## src/rtl/function_unit_pipe.sv

```systemverilog
// Registered, handshaked function unit: single-cycle ALU/shift ops and an
// iterative shift-add multiply. The result and flags stay held until the consumer takes them.
module function_unit_pipe #(
  parameter int unsigned WIDTH = 32,
  parameter int unsigned SHW   = $clog2(WIDTH)
) (
  input  logic             clk,
  input  logic             rst_n,
  input  logic             in_valid,
  output logic             in_ready,
  input  logic [3:0]       fs,
  input  logic [SHW-1:0]   sh,
  input  logic [WIDTH-1:0] a,
  input  logic [WIDTH-1:0] b,
  output logic             out_valid,
  input  logic             out_ready,
  output logic [WIDTH-1:0] fout,
  output logic             overflow,
  output logic             carryout,
  output logic             negative,
  output logic             zero
);

  typedef enum logic [1:0] {IDLE, MUL, DONE} state_e;

  localparam logic [SHW-1:0] LAST_BIT = SHW'(WIDTH - 1);

  state_e           state_q, state_d;
  logic [WIDTH-1:0] fout_q, fout_d;
  logic             ovf_q, ovf_d;
  logic             cry_q, cry_d;
  logic [WIDTH-1:0] acc_q, acc_d;
  logic [WIDTH-1:0] mcand_q, mcand_d;
  logic [WIDTH-1:0] mplier_q, mplier_d;
  logic [SHW-1:0]   cnt_q, cnt_d;

  logic [WIDTH-1:0] op2;
  logic             cin;
  logic             arith;
  logic [WIDTH:0]   sum;
  logic [WIDTH-1:0] res;
  logic             res_ovf;
  logic             res_cry;
  logic [WIDTH-1:0] acc_nxt;
  logic             start;

  // Single-cycle result and flags for the op currently presented
  always_comb begin
    op2   = '0;
    cin   = 1'b0;
    arith = 1'b0;
    res   = '0;
    unique case (fs)
      4'b0000: arith = 1'b1;
      4'b0001: begin arith = 1'b1; cin = 1'b1; end
      4'b0010: begin arith = 1'b1; op2 = b; end
      4'b0011: begin arith = 1'b1; op2 = b; cin = 1'b1; end
      4'b0100: begin arith = 1'b1; op2 = ~b; end
      4'b0101: begin arith = 1'b1; op2 = ~b; cin = 1'b1; end
      4'b0110: begin arith = 1'b1; op2 = '1; end
      4'b0111: res = $signed(a) >>> sh;
      4'b1000: res = a & b;
      4'b1001: res = a | b;
      4'b1010: res = a ^ b;
      4'b1011: res = ~a;
      4'b1100: res = b;
      4'b1101: res = a << sh;
      4'b1110: res = a >> sh;
      4'b1111: res = '0;
    endcase
    sum = {1'b0, a} + {1'b0, op2} + {{WIDTH{1'b0}}, cin};
    if (arith) res = sum[WIDTH-1:0];
    res_cry = arith & sum[WIDTH];
    res_ovf = arith & (a[WIDTH-1] == op2[WIDTH-1]) & (sum[WIDTH-1] != a[WIDTH-1]);
  end

  assign acc_nxt = acc_q + (mplier_q[0] ? mcand_q : '0);

  // Handshake FSM: next state, datapath register loads and handshake outputs
  always_comb begin
    state_d   = state_q;
    fout_d    = fout_q;
    ovf_d     = ovf_q;
    cry_d     = cry_q;
    acc_d     = acc_q;
    mcand_d   = mcand_q;
    mplier_d  = mplier_q;
    cnt_d     = cnt_q;
    in_ready  = 1'b0;
    out_valid = 1'b0;
    start     = 1'b0;
    unique case (state_q)
      IDLE: begin
        in_ready = 1'b1;
        start    = in_valid;
      end
      MUL: begin
        acc_d    = acc_nxt;
        mcand_d  = mcand_q << 1;
        mplier_d = mplier_q >> 1;
        cnt_d    = cnt_q + SHW'(1);
        // The last step writes the finished sum straight into fout. This saves a cycle, so the multiply latency is WIDTH+1.
        if (cnt_q == LAST_BIT) begin
          fout_d  = acc_nxt;
          ovf_d   = 1'b0;
          cry_d   = 1'b0;
          state_d = DONE;
        end
      end
      DONE: begin
        out_valid = 1'b1;
        in_ready  = out_ready;
        if (out_ready) begin
          if (in_valid) start = 1'b1;
          else          state_d = IDLE;
        end
      end
      default: state_d = IDLE;
    endcase
    if (start) begin
      if (fs == 4'b1111) begin
        mcand_d  = a;
        mplier_d = b;
        acc_d    = '0;
        cnt_d    = '0;
        state_d  = MUL;
      end else begin
        fout_d  = res;
        ovf_d   = res_ovf;
        cry_d   = res_cry;
        state_d = DONE;
      end
    end
  end

  // State and datapath registers; reset drops any in-flight operation
  always_ff @(posedge clk or negedge rst_n) begin
    if (!rst_n) begin
      state_q  <= IDLE;
      fout_q   <= '0;
      ovf_q    <= 1'b0;
      cry_q    <= 1'b0;
      acc_q    <= '0;
      mcand_q  <= '0;
      mplier_q <= '0;
      cnt_q    <= '0;
    end else begin
      state_q  <= state_d;
      fout_q   <= fout_d;
      ovf_q    <= ovf_d;
      cry_q    <= cry_d;
      acc_q    <= acc_d;
      mcand_q  <= mcand_d;
      mplier_q <= mplier_d;
      cnt_q    <= cnt_d;
    end
  end

  assign fout     = fout_q;
  assign overflow = ovf_q;
  assign carryout = cry_q;
  assign negative = fout_q[WIDTH-1];
  assign zero     = (fout_q == '0);

endmodule

```

## config.mk

```make
export PLATFORM = sky130hd
export DESIGN_NAME = function_unit_pipe
export DESIGN_NICKNAME = d
export VERILOG_FILES = /design/src/rtl/function_unit_pipe.sv
export SDC_FILE = /design/constraint.sdc
export NUM_CORES = 1
export LEC_CHECK = 0
export ABC_AREA = 1
export BUFFER_PORTS_ARGS = -buffer_cell sky130_fd_sc_hd__buf_2
export CAP_MARGIN = 20
export CORE_MARGIN = 3
export CORE_UTILIZATION = 30
export DETAILED_ROUTE_END_ITERATION = 8
export SLEW_MARGIN = 20
export SYNTH_ARGS = -nofsm -noshare
export SYNTH_HDL_FRONTEND = slang
export SYNTH_SLANG_ARGS = --single-unit
export TNS_END_PERCENT = 50
```

## constraint.sdc

```tcl
create_clock -name clk -period 3.3 [get_ports clk]
set_input_delay 0.165 -clock clk [delete_from_list [all_inputs] [get_ports clk]]
set_output_delay 0.165 -clock clk [all_outputs]
set_load 0.05 [all_outputs]
```

-- After elaboration in Yosys (flattened, before gate mapping)
Cells that the tools add are included.
- register bits: 137
- word-level logic and storage cells: 96
- bits of input ports: 77
- shift-type cells: 3
- reduce and logical (&&, ||, !) cells: 8
- bitwise logic cells: 8
- $add $sub $neg: 4
- eq/ne operators: 24
- multiplexer cells: 41
- operator list (kind ; count):
    32-bit two-way mux ; 15
    32-bit one-hot mux with 8 select lines ; 1
    32-bit one-hot mux with 3 select lines ; 1
    32-bit NOT ; 2
    32-bit by 32-bit adder with 33-bit output ; 1
    33-bit by 1-bit adder with 33-bit output ; 1
    32-bit adder ; 1
    32-bit AND ; 1
    4-bit == test (second input constant) ; 8
    32-bit zero test ; 1
    32-bit bitwise OR ; 1
    32-bit by 5-bit << shifter with 32-bit output ; 1
    32-bit by 5-bit right shift with 32-bit output ; 1
    32-bit by 5-bit >>> shifter with 32-bit output ; 1
    32-bit bitwise XOR ; 1
    4-bit by 3-bit == test with 1-bit output (second input constant) ; 4
    5-bit two-way mux ; 3
    1-bit two-way mux ; 13
    2-bit two-way mux ; 5
    3-bit != test (second input constant) ; 3
    4-bit by 2-bit == test with 1-bit output (second input constant) ; 2
    7-bit OR reduction ; 1
    2-bit one-hot mux with 3 select lines ; 1
    5-bit by 1-bit adder with 5-bit output (second input constant) ; 1
    other kinds (14) ; 18

-- Logic depth before layout (Yosys ltp)
Gate-level depths: netlist (run 1).
- depth in word-level cells: 9
- gate-level depth with buffers: 22

-- Worst setup path before layout (run 1)
No wires, ideal clock.
- path type: input-to-reg
- start: input port fs[0]
- end: register fout_q[12] (netlist: fout[12])
- data arrival time: 2.559 ns
- buffers on the path: 1
- setup time: 0.122 ns
- stages: 18
- path slack: 0.619 ns
- cells stage by stage: inv_1 > nand2_1 > nor2_1 > clkbuf_1 > a211oi_1 > fa_1 > inv_1 > fa_1 > nand2_1 > nand3_1 > and2_1 > nand3_1 > nand3_1 > or2_2 > nand3_1 > nand3_1 > nand2_1 > nand2_1
- cells in the longest elaborated chain, start to end: 8
- elaborated cells on any way between the ends: 29
- those cells by class: add/sub (2); eq/ne (15); mux (7); reduce/logical (5)
- RTL lines (item ; line ; RTL):
    from (decl) ; 11 ; input logic [3:0] fs,
    4-bit by 3-bit == test with 1-bit output or 4-bit by 2-bit == test with 1-bit output (tied branches) ; 53 ; unique case (fs)
    2-bit OR reduction (no source line) ; - ;
    32-bit one-hot mux with 3 select lines ; 53 ;
    32-bit by 32-bit adder with 33-bit output ; 71 ; sum = {1'b0, a} + {1'b0, op2} + {{WIDTH{1'b0}}, cin};
    33-bit by 1-bit adder with 33-bit output ; 71 ;
    32-bit two-way mux ; 72 ; if (arith) res = sum[WIDTH-1:0];
    32-bit two-way mux (*) ; 121 ; if (fs == 4'b1111) begin
    32-bit two-way mux (*) ; 120 ; if (start) begin
    net fout_d[12] ; 29 ; logic [WIDTH-1:0] fout_q, fout_d;
    to (signal assigned) ; 149 ; fout_q <= fout_d;
    to (decl) ; 29 ;
Mark *: on every way through the listed nets, which the timed path passes. The rest lies on a longest branch.
A chain may end at the register's enable or synchronous reset.

-- Worst setup path after layout (run 1)
- start: register mplier_q[0]
- end: register fout_q[25] (netlist: fout[25])
- cells in the longest elaborated chain, start to end: 6
- RTL lines (item ; line ; RTL):
    from (decl) ; 34 ; logic [WIDTH-1:0] mplier_q, mplier_d;
    from (signal assigned) ; 154 ; mplier_q <= mplier_d;
    32-bit two-way mux (*) ; 77 ; assign acc_nxt = acc_q + (mplier_q[0] ? mcand_q : '0);
    32-bit adder (*) ; 77 ;
    32-bit two-way mux (*) ; 103 ; if (cnt_q == LAST_BIT) begin
    32-bit two-way mux (*) ; 92 ; unique case (state_q)
    32-bit two-way mux ; 121 ;
    32-bit two-way mux (*) ; 120 ;
    net fout_d[25] ; 29 ;
Marks and branches as above.

==> metrics, run 1 <==
Starting Density 30.7%; Reg clk slew, reported paths 60 ps; pwr/cell area 652 mW/mm^2; syn nets 3,178; DRC Markers 0; Root Buffer clkbuf_16; post-synthesis adder-cell area fraction under 10%; area fraction in compound gates after synthesis 15.5%; Slew Limit Fails 0; clock skew 13.1 ps; Syn Inst Count 2,970; post-layout util 34.5%; wire per inst 20.6 um; worst path required time 3640 ps; Hold Fails Final Rpt 0; pin count of the biggest net entering global routing just over 100; Detailed Place HPWL 62,500 um; Vias 20,400; multi-input logic area 0.0118 mm^2; vias in the first global route 18,900; status complete, no violations; CTS tree yes; Synth Area in Simple Gates between 40% and 50%; Final nets 3,241; most common flop cell mapped by yosys dfrtp_1; kind of critical path reg -> reg; largest family of logic cells by synthesized area simple AND/OR/NAND/NOR gates; sequential share of the synthesized area 20.0%; largest vdd supply drop 0.000436 V; DIE WIDTH around 250 um; Starting DRT DRC Count 2,083; DRT Wirelength 78,100 um; Core Region 0.0558 mm^2; post-synthesis mux area share 0%; commonest non-fill, non-tap cell in the layout nand2_1; synthesized flop and latch total 137; endpoints failing setup 0; top cell type by total area after synthesis nand2_1; Critical Path Source Type flip-flop; Synth cell types 47; CTS Buf Count 17; r2r worst-path depth 15; antenna viol nets, final 0; Post-Syn Area 0.0171 mm^2; setup tns final 0 ps; routing usage on met3 3.99%; reg2reg end fout[25]; worst-margin pin slew 1130 ps; LEAKAGE around 0.010 uW; Die Area 0.0600 mm^2; Hold Crit Depth 3; FF-to-FF setup slack 370 ps; register area 0.00343 mm^2; Area growth syn-to-layout 12.4%; crit share post-route 88.9%; Crit Path Max Fanout 25; post_cts resized 0; Post-CTS Hold Fix Bufs 2; Filler cells approximately 6,300; ys async rst share 100%; Port Buf Inserts 114; crit end category flip-flop; top-area cell type share of the netlist area 20.9%; worst reg2reg path startpoint mplier_q[0]; GRT Total Usage 25.5%; Die Height 245 um; xor and xnor area share after synthesis 0.715%; Via density 5.39; most frequent cells in the layout 951 x nand2_1, 417 x nand3_1, 344 x inv_1; number of synthesized flops with an enable pin 0; GRT busiest layer met2; min cycle time layout 2930 ps; io pins 115; Overflow after GRT 0; GR Layer Usage met1 34.9%; clk buf depth 2; Worst Hold Launch b[0]; initial antenna violation count 3; Post CTS Setup Buffer Count 0; met2 Usage GRT between 40 and 50%; Skew-Pair Late Insertion Delay 450 ps; relative slew slack 24.6%; # H-tree levels 4; row count 86; CP Data Arrival Time 3270 ps; yosys warns 0; synthesized area per cell slightly below 6 um^2; Max-Cap Viols 0; first-pass GRT wire length between 100,000 and 150,000 um; Max Clk Rate 341 MHz; GPL Wtd Cong about 1.1; Worst Hold End mplier_q[0]; layout cells sized above 1 7.91%; RSZ-0062 raised after global routing false; DR pass1 iterations 5; Hold Path Class in -> reg; top cells by area, synth nand2_1 21%, dfrtp_1 20%, nand3_1 12%, ha_1 9.3%, inv_1 7.5%; CTS sink cnt 137
critical path, stage by stage (launching register included):
cell	delay, ps
dfrtp_1	430
buf_4	350
buf_4	210
nand2_1	60
inv_1	100
ha_1	310
a21oi_1	210
inv_1	60
a21oi_1	190
nand2_1	80
a21oi_1	290
nand3_1	150
nand3_1	130
nand2_1	80
inv_1	90
nor2_1	50
sequential cells by signal, summed over array words and instances (netlist names):
name	count
cnt_q	5
state_q	2
carryout	1
overflow	1
mplier_q	32
fout	32
acc_q	32
mcand_q	32
layout make-up:
class,instances,area share (%)
clock inverter,10,0.740
timing repair buffer,178,5.97
clock buffer,22,2.41
multi-input combinational,2340,61.2
inverter,359,7.02
sequential,137,17.8
tap,748,4.86
antenna,2,0.0260
stage by stage:
stage,cell area (um^2),total power (uW),instances,setup WS [ps],hold slack (ps)
3_3_place_gp,18600,10400,3760,232,313
2_1_floorplan,17100,8250,2970,619,-131
5_1_grt,19300,13700,3794,127,40.8
6_report,19300,12600,3796,366,25.0
3_5_place_dp,18600,10400,3760,230,321
4_1_cts,19300,12500,3794,443,10.7
how the worst max path moves through the flow:
stage                     to   startpoint  cells after the start
floorplan           fout[12]        fs[0]                     18
global placement    fout[17]        fs[0]                     19
detailed placement  fout[12]        fs[3]                     19
CTS                 fout[25]  mplier_q[0]                     15
global route        fout[25]  mplier_q[0]                     16
finish              fout[25]  mplier_q[0]                     15
routing by layer:
| metal | routed length, um | share of wire (%) | vias to the layer above |
|---|---|---|---|
| met2 | 34500 | 44 | 853 |
| met1 | 34000 | 44 | 9541 |
| li1 | - | - | 9903 |
| met3 | 6310 | 8.1 | 146 |
| met5 | 26 | 0.033 | - |
| met4 | 3250 | 4.2 | 4 |
logic make-up after synthesis:
| kind of cell | after synthesis |
|---|---|
| buf+inv | 493 |
| fa+ha+maj | 131 |
| flops | 137 |
| simple gates | 1731 |
| xor+xnor | 14 |
| compound gates | 464 |
cell usage after synthesis, types with 2 or more instances:
cell and count:
or2_2 9, nand4_1 36, nand3_1 417, buf_1 11
a21oi_1 132, a21o_1 2, nor3_1 27, o21bai_1 11
xnor2_1 5, buf_2 48, and2_1 6, nor3b_1 3
ha_1 128, a211oi_1 9, buf_4 9, nor2_2 3
o21ai_1 7, dfrtp_1 137, o21ai_0 171, nand3b_1 10
clkbuf_1 66, o21a_1 12, clkinv_1 4, a22o_1 3
fa_1 3, nand2_2 2, nor2_1 244, xor2_1 9
inv_1 344, o2111ai_1 3, a31oi_1 31, o211ai_1 64
nor4_1 14, nor2_4 3, nand2_1 953, o22ai_1 14
inv_2 10
where the power goes:
group / switching, uW / internal (uW)
Sequential: 650 / 2470
Clock: 791 / 1230
Combinational: 5070 / 2340
Total: 6510 / 6050
Power figures use the tool's default switching activity.
==> run 2: changes to the inputs <==
Settings changed: CORE_UTILIZATION 30 to 50, PLACE_DENSITY set to 0.68.
==> metrics, run 2 (synthesis gave the netlist of run 1 again) <==
GRT Total Usage 44.0% (+18 points); setup tns final 0 ps (unchanged); worst path required time 3640 ps (about the same); Detailed Place HPWL 63,300 um (+1.2%); Max-Cap Viols 0 (unchanged); Hold Path Class in -> reg; Die Area 0.0365 mm^2 (-39%); # H-tree levels 4 (unchanged); Filler cells 3,475 (-45%); CP most frequent cell nand2_1; row count 67 (-22%); Crit path max-delay family simple AND/OR/NAND/NOR gates; Clock Power Share 16.2% (about the same); wire per inst 23.5 um (+14%); DR pass1 iterations 6 (+1); DRT Wirelength 81,600 um (+4.6%); commonest non-fill, non-tap cell in the layout nand2_1; Reg clk slew, reported paths 60 ps (about the same); sequential share of power 24.2% (-0.7 points); DIE WIDTH 191 um (-22%); Hold Fails Final Rpt 0 (unchanged); antenna viol nets, final 0 (unchanged); endpoints failing setup 0 (unchanged); vias in the first global route 19,800 (+4.3%); most frequent cells in the layout 951 x nand2_1, 417 x nand3_1, 344 x inv_1; Via density 6.18 (+15%); Slew Limit Fails 0 (unchanged); Area growth syn-to-layout 9.92%; sw power 7060 uW (+8.4%); largest vdd supply drop 0.000597 V (+37%); slowest CP cell nor3_1; Root Buffer clkbuf_16; Net Sw Frac 53.5% (+1.7 points); CP Data Arrival Time 3340 ps (+70 ps); initial antenna violation count 3 (unchanged); Final nets 3,226 (-0.46%); relative slew slack 21.4% (-3.2 points); first-pass GRT wire length 120,000 um (+2.9%); layout cells sized above 1 7.52% (-0.39 points); post_cts resized 0 (unchanged); pwr/cell area 700 mW/mm^2 (+7.4%); final cell count without fillers 3,480 (-8.3%); io pins 115 (unchanged); DRC Markers 0 (unchanged); dpl cells 3,444 (-8.4%); Critical Path Source Type input port; Starting Density 50.9% (+20 points); status complete, no violations; Vias 21,500 (+5.2%); CTS tree yes; Overflow after GRT 0 (unchanged); kind of critical path in -> reg; CTS Buf Count 17 (unchanged); Final WS setup 302 ps (-63.6 ps); pin count of the biggest net entering global routing 124 (+20%); Post CTS Setup Buffer Count 0 (unchanged); clk buf depth 2 (unchanged); GPL Wtd Cong 1.12 (+5.4%); Comb power frac 59.6% (+0.6 points); Die Height 191 um (-22%); Starting DRT DRC Count 2,970 (+43%); crit share post-route 90.8% (+1.9 points); CP Cell Sequence buf_2 > inv_1 > nand2_1 > nor2_2 > buf_12 > a21oi_1 > o21ai_0 > ha_1 > nand2_1 > nor2_1 > inv_1 > nor3_1 > nand3_1 > nand3_1 > nand2_1 > nand3_1 > nand2_1 > nor2_1 > nor2_1; Pint 6130 uW (+1.3%); Port Buf Inserts 114 (unchanged); Max stage delay on crit path 550 ps (+120 ps); worst-margin pin slew 1170 ps (+39.5 ps); Core Region 0.0337 mm^2 (-40%); clock skew 12.8 ps (-0.266 ps); Max Clk Rate 334 MHz (-2.1%); Crit Path Max Fanout 31 (+24%); LEAKAGE 0.0103 uW (-0.39%); min cycle time layout 3000 ps (+63.6 ps); crit end category flip-flop; CTS sink cnt 137 (unchanged); worst slack at placement 65.1 ps (-165 ps); Buf/Inv on CP 4 (-1); total power 13,200 uW (+5.0%); RSZ-0062 raised after global routing false; Skew-Pair Late Insertion Delay 460 ps (about the same)
[run 2: changes by cell type in the layout (fill, tap and decap cells not counted), sizes merged]
cell,previous run,this run
buf,176,161
clkbuf,22,18
clkinvlp,4,0
inv,356,360
clkinv,6,9
bufinv,3,4
diode,2,1
[run 2: worst reg2reg max path, stage by stage (launching register included)]
cell	delay [ps]
dfrtp_1	400
buf_12	170
nand2_1	130
inv_1	60
ha_1	340
a21oi_1	230
nor2_1	60
nor2_1	360
nand3_1	400
nand2_1	280
nand2_1	90
nand2_1	80
nand3_1	110
nand2_1	100
inv_1	40
nor2_1	90
[run 2: path summary, 6_finish.rpt]
path / slack, ps / to / from / depth (start not counted)
worst min-delay path: 60 / mplier_q[0] / b[0] / 3
worst min register to register: 500 / cnt_q[0] / cnt_q[0] / 1
min in group asynchronous: 330 / mplier_q[3] / rst_n / 2
max in group asynchronous: 2150 / fout[0] / rst_n / 3
worst max register to register: 300 / fout[28] / mplier_q[0] / 15
worst max-delay path: 300 / fout[22] / fs[0] / 19
[run 2: what timing repair did]
action | 4_1_cts | 5_1_grt
hold buffers | 2 | 0
endpoints found under the hold margin | 78 | 0
setup endpoints to repair | 0 | 0
[run 2: area by class of cell]
class                           count  area [um^2]  share of cell area (%)
Antenna cell                        1         2.50                  0.0133
Inverter                          359         1350                    7.17
Clock buffer                       18          429                    2.28
Tap cell                          448          561                    2.97
Sequential cell                   137         3430                    18.2
Timing Repair Buffer              163         1070                    5.68
Multi-Input combinational cell   2340        11800                    62.6
Clock inverter                     14          209                    1.11
[run 2: per-layer routing]
layer / share of wire [%] / vias up / GRT usage [%]
li1: - / 9867 / -
met1: 40 / 9849 / 58.6
met2: 40 / 1479 / 63.4
met3: 13 / 313 / 13.8
met4: 6.3 / 2 / 23.3
met5: 0.016 / - / 0
[run 2: power groups by stage]
stage | clock, uW | combinational, uW | sequential (uW)
after detailed placement | 0 | 7530 | 3160
after global placement | 0 | 7390 | 3160
after CTS | 2150 | 7600 | 3160
after floorplan | 0 | 4810 | 3440
after global routing | 2220 | 8590 | 3250
final | 2140 | 7860 | 3190
[run 2: through the flow]
step	cell area, um^2	hold slack (ps)	utilization, %
2_1_floorplan	17100	-131	-
3_3_place_gp	18200	272	53.9
3_5_place_dp	18200	275	53.9
4_1_cts	18800	43.2	55.9
5_1_grt	18800	57.3	55.9
6_report	18800	56.6	55.9
